## src/rtl/ps2_pkg.sv

```systemverilog
// Shared PS/2 types and constants for the host transmit and keyboard receive paths.
package ps2_pkg;

  typedef enum logic [2:0] {
    IDLE,
    INHIBIT,
    RELEASE,
    SEND,
    ACK,
    WAIT_IDLE,
    ERROR
  } ps2_tx_state_e;

  localparam logic [7:0] CMD_RESET    = 8'hFF;
  localparam logic [7:0] CMD_SET_LEDS = 8'hED;
  localparam logic [7:0] CMD_ECHO     = 8'hEE;
  localparam logic [7:0] ACK_FA       = 8'hFA;

  // PS/2 frames carry odd parity over the data byte.
  function automatic logic odd_parity(input logic [7:0] b);
    return ~^b;
  endfunction

endpackage

```

## src/rtl/ps2_line_filter.sv

```systemverilog
// Synchronizes an asynchronous PS/2 line, rejects glitches shorter than FILTER_LEN
// samples and strobes for one cycle when the filtered level falls.
module ps2_line_filter #(
  parameter int unsigned FILTER_LEN = 8
) (
  input  logic clk,
  input  logic reset,
  input  logic raw,
  output logic level,
  output logic fall
);

  localparam int unsigned CW = (FILTER_LEN > 1) ? $clog2(FILTER_LEN) : 1;

  logic [1:0]    sync;
  logic [CW-1:0] cnt;

  // Line idles high, so the synchronizer and filtered level reset to 1.
  always_ff @(posedge clk) begin
    if (reset) begin
      sync  <= 2'b11;
      level <= 1'b1;
      cnt   <= '0;
      fall  <= 1'b0;
    end else begin
      sync <= {sync[0], raw};
      fall <= 1'b0;
      if (sync[1] == level) begin
        cnt <= '0;
      end else if (cnt == CW'(FILTER_LEN - 1)) begin
        level <= sync[1];
        cnt   <= '0;
        fall  <= level;
      end else begin
        cnt <= cnt + 1'b1;
      end
    end
  end

endmodule

```

## src/rtl/ps2_host_tx.sv

```systemverilog
// Host-to-device PS/2 transmitter: inhibits the bus, sends one command byte with
// odd parity, and checks the device ack, driving both lines open-drain.
module ps2_host_tx
  import ps2_pkg::*;
#(
  parameter int unsigned INHIBIT_CYCLES = 5000,
  parameter int unsigned TIMEOUT_CYCLES = 750000,
  parameter int unsigned FILTER_LEN     = 8
) (
  input  logic       master_clk,
  input  logic       reset,
  input  logic [7:0] tx_data,
  input  logic       tx_valid,
  output logic       tx_ready,
  output logic       busy,
  output logic       tx_done,
  output logic       tx_error,
  input  logic       ps2_clk_in,
  input  logic       ps2_data_in,
  output logic       ps2_clk_oe,
  output logic       ps2_data_oe
);

  localparam int unsigned INH_W = 13;
  localparam int unsigned TO_W  = $clog2(TIMEOUT_CYCLES + 1);
  localparam int unsigned BIT_W = 4;

  ps2_tx_state_e    state, state_d;
  logic [INH_W-1:0] inh_cnt, inh_cnt_d;
  logic [TO_W-1:0]  to_cnt, to_cnt_d;
  logic [BIT_W-1:0] bit_idx, bit_idx_d;
  logic [7:0]       shreg, shreg_d;
  logic             parity, parity_d;
  logic             clk_oe_d, data_oe_d, done_d, error_d;
  logic             clk_level, clk_fall;
  logic [1:0]       data_sync;

  ps2_line_filter #(.FILTER_LEN(FILTER_LEN)) u_clk_filter (
    .clk   (master_clk),
    .reset (reset),
    .raw   (ps2_clk_in),
    .level (clk_level),
    .fall  (clk_fall)
  );

  always_ff @(posedge master_clk) begin
    if (reset) data_sync <= 2'b11;
    else       data_sync <= {data_sync[0], ps2_data_in};
  end

  always_comb begin
    state_d   = state;
    inh_cnt_d = inh_cnt;
    to_cnt_d  = to_cnt;
    bit_idx_d = bit_idx;
    shreg_d   = shreg;
    parity_d  = parity;
    clk_oe_d  = 1'b0;
    data_oe_d = ps2_data_oe;
    done_d    = 1'b0;
    error_d   = 1'b0;

    case (state)
      IDLE: begin
        data_oe_d = 1'b0;
        if (tx_valid && tx_ready) begin
          shreg_d   = tx_data;
          parity_d  = odd_parity(tx_data);
          inh_cnt_d = '0;
          to_cnt_d  = '0;
          bit_idx_d = '0;
          clk_oe_d  = 1'b1;
          data_oe_d = (INHIBIT_CYCLES == 1);
          state_d   = INHIBIT;
        end
      end
      // Start bit is pulled low on the final inhibit cycle.
      INHIBIT: begin
        if (inh_cnt == INH_W'(INHIBIT_CYCLES - 1)) begin
          inh_cnt_d = '0;
          data_oe_d = 1'b1;
          state_d   = RELEASE;
        end else begin
          clk_oe_d  = 1'b1;
          inh_cnt_d = inh_cnt + 1'b1;
          data_oe_d = (inh_cnt_d == INH_W'(INHIBIT_CYCLES - 1));
        end
      end
      RELEASE: begin
        data_oe_d = 1'b1;
        to_cnt_d  = '0;
        bit_idx_d = '0;
        state_d   = SEND;
      end
      SEND: begin
        if (clk_fall) begin
          bit_idx_d = bit_idx + 1'b1;
          if (bit_idx < 4'd8) begin
            data_oe_d = ~shreg[bit_idx[2:0]];
          end else if (bit_idx == 4'd8) begin
            data_oe_d = ~parity;
          end else begin
            data_oe_d = 1'b0;
            state_d   = ACK;
          end
        end
      end
      ACK: begin
        if (clk_fall) state_d = data_sync[1] ? ERROR : WAIT_IDLE;
      end
      WAIT_IDLE: begin
        if (clk_level && data_sync[1]) begin
          done_d  = 1'b1;
          state_d = IDLE;
        end
      end
      ERROR: begin
        state_d = IDLE;
      end
      default: begin
        state_d = IDLE;
      end
    endcase

    // Timeout overrides any in-flight decision, including a same-cycle done.
    if (state inside {SEND, ACK, WAIT_IDLE}) begin
      if (to_cnt == TO_W'(TIMEOUT_CYCLES - 1)) begin
        state_d = ERROR;
        done_d  = 1'b0;
      end else begin
        to_cnt_d = to_cnt + 1'b1;
      end
    end

    if (state_d == ERROR) begin
      error_d   = 1'b1;
      clk_oe_d  = 1'b0;
      data_oe_d = 1'b0;
    end
  end

  always_ff @(posedge master_clk) begin
    if (reset) begin
      state       <= IDLE;
      inh_cnt     <= '0;
      to_cnt      <= '0;
      bit_idx     <= '0;
      shreg       <= '0;
      parity      <= 1'b0;
      ps2_clk_oe  <= 1'b0;
      ps2_data_oe <= 1'b0;
      tx_ready    <= 1'b1;
      busy        <= 1'b0;
      tx_done     <= 1'b0;
      tx_error    <= 1'b0;
    end else begin
      state       <= state_d;
      inh_cnt     <= inh_cnt_d;
      to_cnt      <= to_cnt_d;
      bit_idx     <= bit_idx_d;
      shreg       <= shreg_d;
      parity      <= parity_d;
      ps2_clk_oe  <= clk_oe_d;
      ps2_data_oe <= data_oe_d;
      tx_ready    <= (state_d == IDLE);
      busy        <= (state_d != IDLE);
      tx_done     <= done_d;
      tx_error    <= error_d;
    end
  end

endmodule
```

## config.mk

```make
export PLATFORM = sky130hd
export DESIGN_NAME = ps2_host_tx
export DESIGN_NICKNAME = d
export VERILOG_FILES = /design/src/rtl/ps2_pkg.sv /design/src/rtl/ps2_line_filter.sv /design/src/rtl/ps2_host_tx.sv
export SDC_FILE = /design/constraint.sdc
export NUM_CORES = 1
export LEC_CHECK = 0
export ABC_CLOCK_PERIOD_IN_PS = 3000
export CORE_MARGIN = 5
export CORE_UTILIZATION = 30
export DETAILED_ROUTE_END_ITERATION = 8
export PLACE_DENSITY_LB_ADDON = 0.1
export SLEW_MARGIN = 20
export SYNTH_ARGS = -nofsm -noshare
export SYNTH_HDL_FRONTEND = slang
export SYNTH_SLANG_ARGS = --single-unit
```

## constraint.sdc

```tcl
create_clock -name master_clk -period 3 [get_ports master_clk]
set_input_delay 0.3 -clock master_clk [delete_from_list [all_inputs] [get_ports master_clk]]
set_output_delay 0.3 -clock master_clk [all_outputs]
set_load 0.01 [all_outputs]
```

==> results of run 1 <==
==> sequential cells by signal, summed over array words and instances, names as in the netlist <==
signal,count
u_clk_filter.fall,1
data_sync,2
to_cnt,20
bit_idx,4
busy,1
tx_done,1
parity,1
tx_ready,1
state,3
ps2_data_oe,1
inh_cnt,13
u_clk_filter.sync,2
tx_error,1
u_clk_filter.cnt,3
shreg,8
u_clk_filter.level,1
ps2_clk_oe,1
==> worst max-delay path by stage <==
stage | start | to | slack [ns] | depth (start not counted)
2_1_floorplan | inh_cnt[0] | busy | 0.66 | 7
3_3_place_gp | inh_cnt[0] | busy | 0.51 | 6
3_5_place_dp | inh_cnt[0] | busy | 0.48 | 6
4_1_cts | inh_cnt[0] | busy | 0.46 | 6
5_1_grt | inh_cnt[0] | inh_cnt[9] | 0.27 | 7
6_report | inh_cnt[1] | busy | 0.47 | 6
==> cell families after synthesis <==
| family | after synthesis | synth area share, % |
|---|---|---|
| XOR/XNOR | 23 | 6.279 |
| flip-flops | 64 | 39.94 |
| AND/OR/NAND/NOR | 168 | 27.46 |
| buffers and inverters | 30 | 3.666 |
| multiplexers | 14 | 5.265 |
| adder cells (fa/ha/maj) | 7 | 2.730 |
| AO/OA/AOI/OAI | 71 | 14.67 |
==> cells in the mapped netlist (all sizes together), types with 2 or more instances <==
| cell type | instances |
|---|---|
| buf | 4 |
| and3 | 10 |
| or2 | 5 |
| nand4b | 5 |
| a31o | 2 |
| a31oi | 6 |
| a211oi | 4 |
| nand2b | 7 |
| nor3 | 8 |
| inv | 10 |
| xnor2 | 15 |
| o31ai | 3 |
| ha | 7 |
| or3 | 5 |
| nand3 | 8 |
| mux2 | 3 |
| nand4 | 8 |
| and2 | 3 |
| and4 | 3 |
| nor2b | 4 |
| nand2 | 27 |
| clkbuf | 16 |
| dfxtp | 64 |
| nor3b | 2 |
| o21ai | 14 |
| a21o | 2 |
| nor4 | 8 |
| a311oi | 6 |
| xor2 | 8 |
| mux4 | 2 |
| a21oi | 23 |
| mux2i | 9 |
| nor2 | 58 |
| nand3b | 2 |
==> placed cells by master, fill, tap and decap left out, drive strengths merged, types with 9 or more instances in the layout <==
cell type       n
dfxtp          64
nor2           58
nand2          27
a21oi          23
clkdlybuf4s50  17
xnor2          15
o21ai          14
clkbuf         14
inv            10
and3           10
mux2i           9
==> layer usage <==
layer	vias to the layer above	part of all wire, %	global-route usage, %
met1	1224	49	15.69
met3	4	2.3	3.342
met5	-	0	0
met4	0	0.72	3.926
met2	18	48	19.59
li1	1372	-	-
==> power groups by stage <==
stage | clock network, mW | registers (mW) | logic (mW)
floorplan | 0 | 0.907 | 0.139
global placement | 0 | 0.914 | 0.200
detailed placement | 0 | 0.915 | 0.200
CTS | 0.707 | 0.895 | 0.201
global route | 0.742 | 0.898 | 0.222
finish | 0.667 | 0.895 | 0.197
==> through the flow <==
| stage | cells | utilization [%] | instance area (µm²) |
|---|---|---|---|
| finish | 529 | 35.51 | 3682 |
| global route | 529 | 35.51 | 3682 |
| CTS | 529 | 35.51 | 3682 |
| detailed placement | 515 | 33.84 | 3510 |
| global placement | 515 | 33.84 | 3510 |
| floorplan | 377 | - | 3208 |
==> final cells by class <==
cell class / instances / area (µm²)
fill: 1106 / 6688
timing repair buffer: 22 / 205.2
clock buffer: 14 / 172.7
tap: 136 / 170.2
sequential: 64 / 1281
multi-input combinational: 283 / 1815
inverter: 10 / 37.54
==> critical path: stages (launching register included) <==
cell	delay [ns]
dfxtp_1	0.41
ha_1	0.32
nand2_1	0.22
or4_4	0.58
o31a_4	0.39
nor4_4	0.34
a31oi_1	0.12
==> qor.yml, run 1 <==
crit_type: "reg2reg"
fin_crit_ns: 2.533
routed_wl_um: 7218
wl_per_cell_um: 13.64
drc: 0
clk_pin_slew_ns: 0.07
finalHoldWorstSlack_ns: 0.3044
power_frac_comb_pct: 11.2
area_delta_synth_final_pct: 14.78
synth_nets: 397
async_flop_share_pct: 0
synth_top_area_share_pct: 39.94
grt_max_degree: 40
required_ns: 3.20
clockRootBuffer: "clkbuf_8"
synthTopCellsByArea: "dfxtp_1, nor2_1, xnor2_1, a21oi_1, nand2_1"
hold_depth: 2
post-place-ws_ns: 0.4762
gr-total-overflow: 0
cp-start-kind: "flip-flop"
place.gp.congestion: 0.8834
cap_violations: 0
die_h_um: 113.4
drive_above_1_share_pct: 8.651
swShare_pct: 24.59
reg2reg_to: "busy"
maxSlewHeadroom_pct: 58.34
cts.htree.levels: 3
core_um2: 10370
cts_buffers: 9
max_freq_mhz: 394.8
p_switching_mw: 0.4326
setup.worst_path.end_class: "flip-flop"
clkSinkCount: 64
clock_latency_ns: 0.34
diodes: 0
power_density_nw_per_um2: 477.6
hold_end: "to_cnt[19]"
ys_types: 54
netlist_area_um2: 3208
internal_power_mw: 1.326
nets: 410
track_usage_pct: 12.12
die_area_um2: 12860
rsz0062_at_grt: "false"
postCtsSetupBuffers: 0
p_clk_share_pct: 37.9
die_x_um: 113.4
cts.hold.buffers_added: 0
grt_pass1_vias: 2513
cts_resized: 0
grt_pass1_wl_um: 12550
power_frac_seq_pct: 50.9
antenna_found_initial: 0
seq_area_frac_synth_pct: 39.94
fin_ws_ns: 0.4670
dr.pass1.iters: 4
crit-reg2reg-launch: "inh_cnt[1]"
avgViaCountPerCell: 4.949
ir_worst_vdd_mv: 0.1808
vias: 2618
fin_skew_ns: 0.01104
syn_inst: 377
ant_nets: 0
final_hold_viol_count: 0
drtIter0Drc: 132
dp_hpwl_um: 5205
cts_tree: "built"
p_leak_nw: 1.271
numPortBuffers: 18
ios: 19
drv_slew: 0
clk_path_buf_depth: 2
hold_path.startpoint: "reset"
min_path_type: "in2reg"
r2r_slack_ns: 0.47
period_share_pct: 84.43
num_rows: 37
syn-mean-instance-area_um2: 8.509
initial_core_util_pct: 30.94
synth_flop_cell: "dfxtp_1"
synth_area_leader_cell: "dfxtp_1"
rr_worst_depth: 6
synth_edf_count: 0
p_total_mw: 1.759
status: "finished clean"
worst_pin_slew_ns: 0.6193
setup_viol_count_final: 0
crit_arrival_ns: 2.73
ys_ff_latch: 64
setup-tns-final_ns: 0
crit_fanout: 17
ys_warn_count: 0
Power figures use the tool's default switching activity.
==> inputs of run 2 (changes only) <==
ABC_CLOCK_PERIOD_IN_PS = 2480   (was 3000)
clock period = 2.48 ns   (was 3 ns; I/O delays follow)
==> qor.yml, run 2 (synthesis results as in run 1) <==
min_path_type: "in2reg"  # unchanged
drv_slew: 0  # unchanged
grt_max_degree: 24  # was 40
dp_hpwl_um: 5504  # was 5205 µm
clkSinkCount: 64  # unchanged
hold_depth: 2  # unchanged
clk_path_buf_depth: 2  # unchanged
period_share_pct: 89.71  # was 84.43%
grt_pass1_wl_um: 12930  # was 12550 µm
gr-total-overflow: 0  # unchanged
fin_crit_ns: 2.225  # was 2.533 ns
vias: 2693  # was 2618
clockRootBuffer: "clkbuf_8"  # unchanged
status: "finished clean"  # unchanged
core_um2: 10370  # unchanged
power_density_nw_per_um2: 594.2  # was 477.6 nW/µm²
clock_latency_ns: 0.33  # was 0.34 ns
max_freq_mhz: 449.5  # was 394.8 MHz
crit_fanout: 17  # unchanged
die_area_um2: 12860  # unchanged
critPathSlowestCell: "or4b_1"  # was or4_4
die_h_um: 113.4  # unchanged
cts_tree: "built"  # unchanged
routed_wl_um: 7588  # was 7218 µm
rr_worst_depth: 6  # unchanged
diodes: 0  # unchanged
worst_pin_slew_ns: 0.5513  # was 0.6193 ns
dr.pass1.iters: 4  # unchanged
crit_type: "reg2reg"  # unchanged
final_hold_viol_count: 0  # unchanged
max_stage_delay_ns: 0.54  # was 0.58 ns
place.gp.congestion: 0.8199  # was 0.8834
ios: 19  # unchanged
regMostFlops: "to_cnt"  # unchanged
clk_pin_slew_ns: 0.07  # about the same
numPortBuffers: 18  # unchanged
cp-start-kind: "flip-flop"  # unchanged
drc: 0  # unchanged
avgViaCountPerCell: 4.978  # was 4.949
cts_buffers: 9  # unchanged
drive_above_1_share_pct: 11.85  # was 8.651%
maxSlewHeadroom_pct: 63.02  # was 58.34%
p_leak_nw: 1.344  # was 1.271 nW
crit_chain: "or4b_1 -> or4_4 -> o31a_4 -> a21o_1 -> a21oi_1 -> nor2_1"  # was ha_1 -> nand2_1 -> or4_4 -> o31a_4 -> nor4_4 -> a31oi_1
ant_nets: 0  # unchanged
nets: 421  # was 410
reg_top3: "to_cnt x20, inh_cnt x13, shreg x8"  # unchanged
mostFrequentLayoutCells: "dfxtp_1, nor2_1, nand2_1, a21oi_1, clkdlybuf4s50_1"  # unchanged
fin_skew_ns: 0.009102  # was 0.01104 ns
finalHoldWorstSlack_ns: 0.2637  # was 0.3044 ns
num_rows: 37  # unchanged
p_total_mw: 2.257  # was 1.759 mW
cts.htree.levels: 3  # unchanged
drtIter0Drc: 139  # was 132
initial_core_util_pct: 30.94  # unchanged
wl_per_cell_um: 14.03  # was 13.64 µm
die_x_um: 113.4  # unchanged
setup.worst_path.end_class: "flip-flop"  # unchanged
antenna_found_initial: 0  # unchanged
ir_worst_vdd_mv: 0.2023  # was 0.1808 mV
setup-tns-final_ns: 0  # unchanged
area_delta_synth_final_pct: 18.37  # was 14.78%
grt_pass1_vias: 2643  # was 2513
required_ns: 2.71  # was 3.20 ns
cap_violations: 0  # unchanged
track_usage_pct: 12.39  # was 12.12%
final_common_cell: "dfxtp_1"  # unchanged
setup_viol_count_final: 0  # unchanged
largest_reg_flops: 20  # unchanged
rsz0062_at_grt: "false"  # unchanged
crit_arrival_ns: 2.45  # was 2.73 ns
cts.hold.buffers_added: 0  # unchanged
==> run 2: repair_timing <==
action | CTS | global route
endpoints found under the setup margin | 0 | 1
resized for setup | 0 | 0
buffers inserted | 0 | 0
==> run 2: worst paths after layout <==
| path | start | endpoint | slack, ns |
|---|---|---|---|
| worst max-delay path | inh_cnt[11] | inh_cnt[4] | 0.26 |
| worst min-delay path | reset | to_cnt[1] | 0.26 |
| worst max register to register | inh_cnt[11] | inh_cnt[4] | 0.26 |
| worst min register to register | u_clk_filter.sync[0] | u_clk_filter.sync[1] | 0.41 |
==> run 2: cell type report <==
class | instances | area (µm²)
tap | 136 | 170.2
inverter | 10 | 37.54
sequential | 64 | 1281
clock inverter | 3 | 40.04
fill | 1111 | 6573
multi-input combinational | 283 | 1815
clock buffer | 12 | 165.2
timing repair buffer | 33 | 287.8
==> run 2: where the power goes <==
group | switching (mW) | leakage [nW] | internal [mW]
logic | 0.137 | 0.716 | 0.118
clock network | 0.388 | 0.108 | 0.538
registers | 0.0197 | 0.519 | 1.06
==> run 2: per-layer routing <==
| layer | global-route usage [%] | vias to the layer above | part of all wire (%) |
|---|---|---|---|
| li1 | - | 1398 | - |
| met5 | 0 | - | 0 |
| met3 | 2.918 | 8 | 2.6 |
| met2 | 19.94 | 35 | 48 |
| met1 | 15.85 | 1252 | 49 |
| met4 | 5.369 | 0 | 1.3 |
==> run 2: worst max-delay path: cells and delay by family, from the launching register on <==
kind / cells / cell delay [ns]
AO/OA/AOI/OAI: 3 / 0.72
flip-flops: 1 / 0.35
AND/OR/NAND/NOR: 3 / 1.04
==> run 2: through the flow <==
stage / area [µm²] / worst slack [ns] / util [%] / cells
2_1_floorplan: 3208 / 0.1354 / - / 377
3_3_place_gp: 3592 / 0.1757 / 34.64 / 526
3_5_place_dp: 3592 / 0.1459 / 34.64 / 526
4_1_cts: 3797 / 0.1344 / 36.62 / 541
5_1_grt: 3797 / 0.1355 / 36.62 / 541
6_report: 3797 / 0.2552 / 36.62 / 541
==> inputs of run 3 (changes only) <==
SLEW_MARGIN = 5   (was 20)
==> results of run 3 <==
Same layout as run 2: the final DEF is identical, and so are final timing and power.
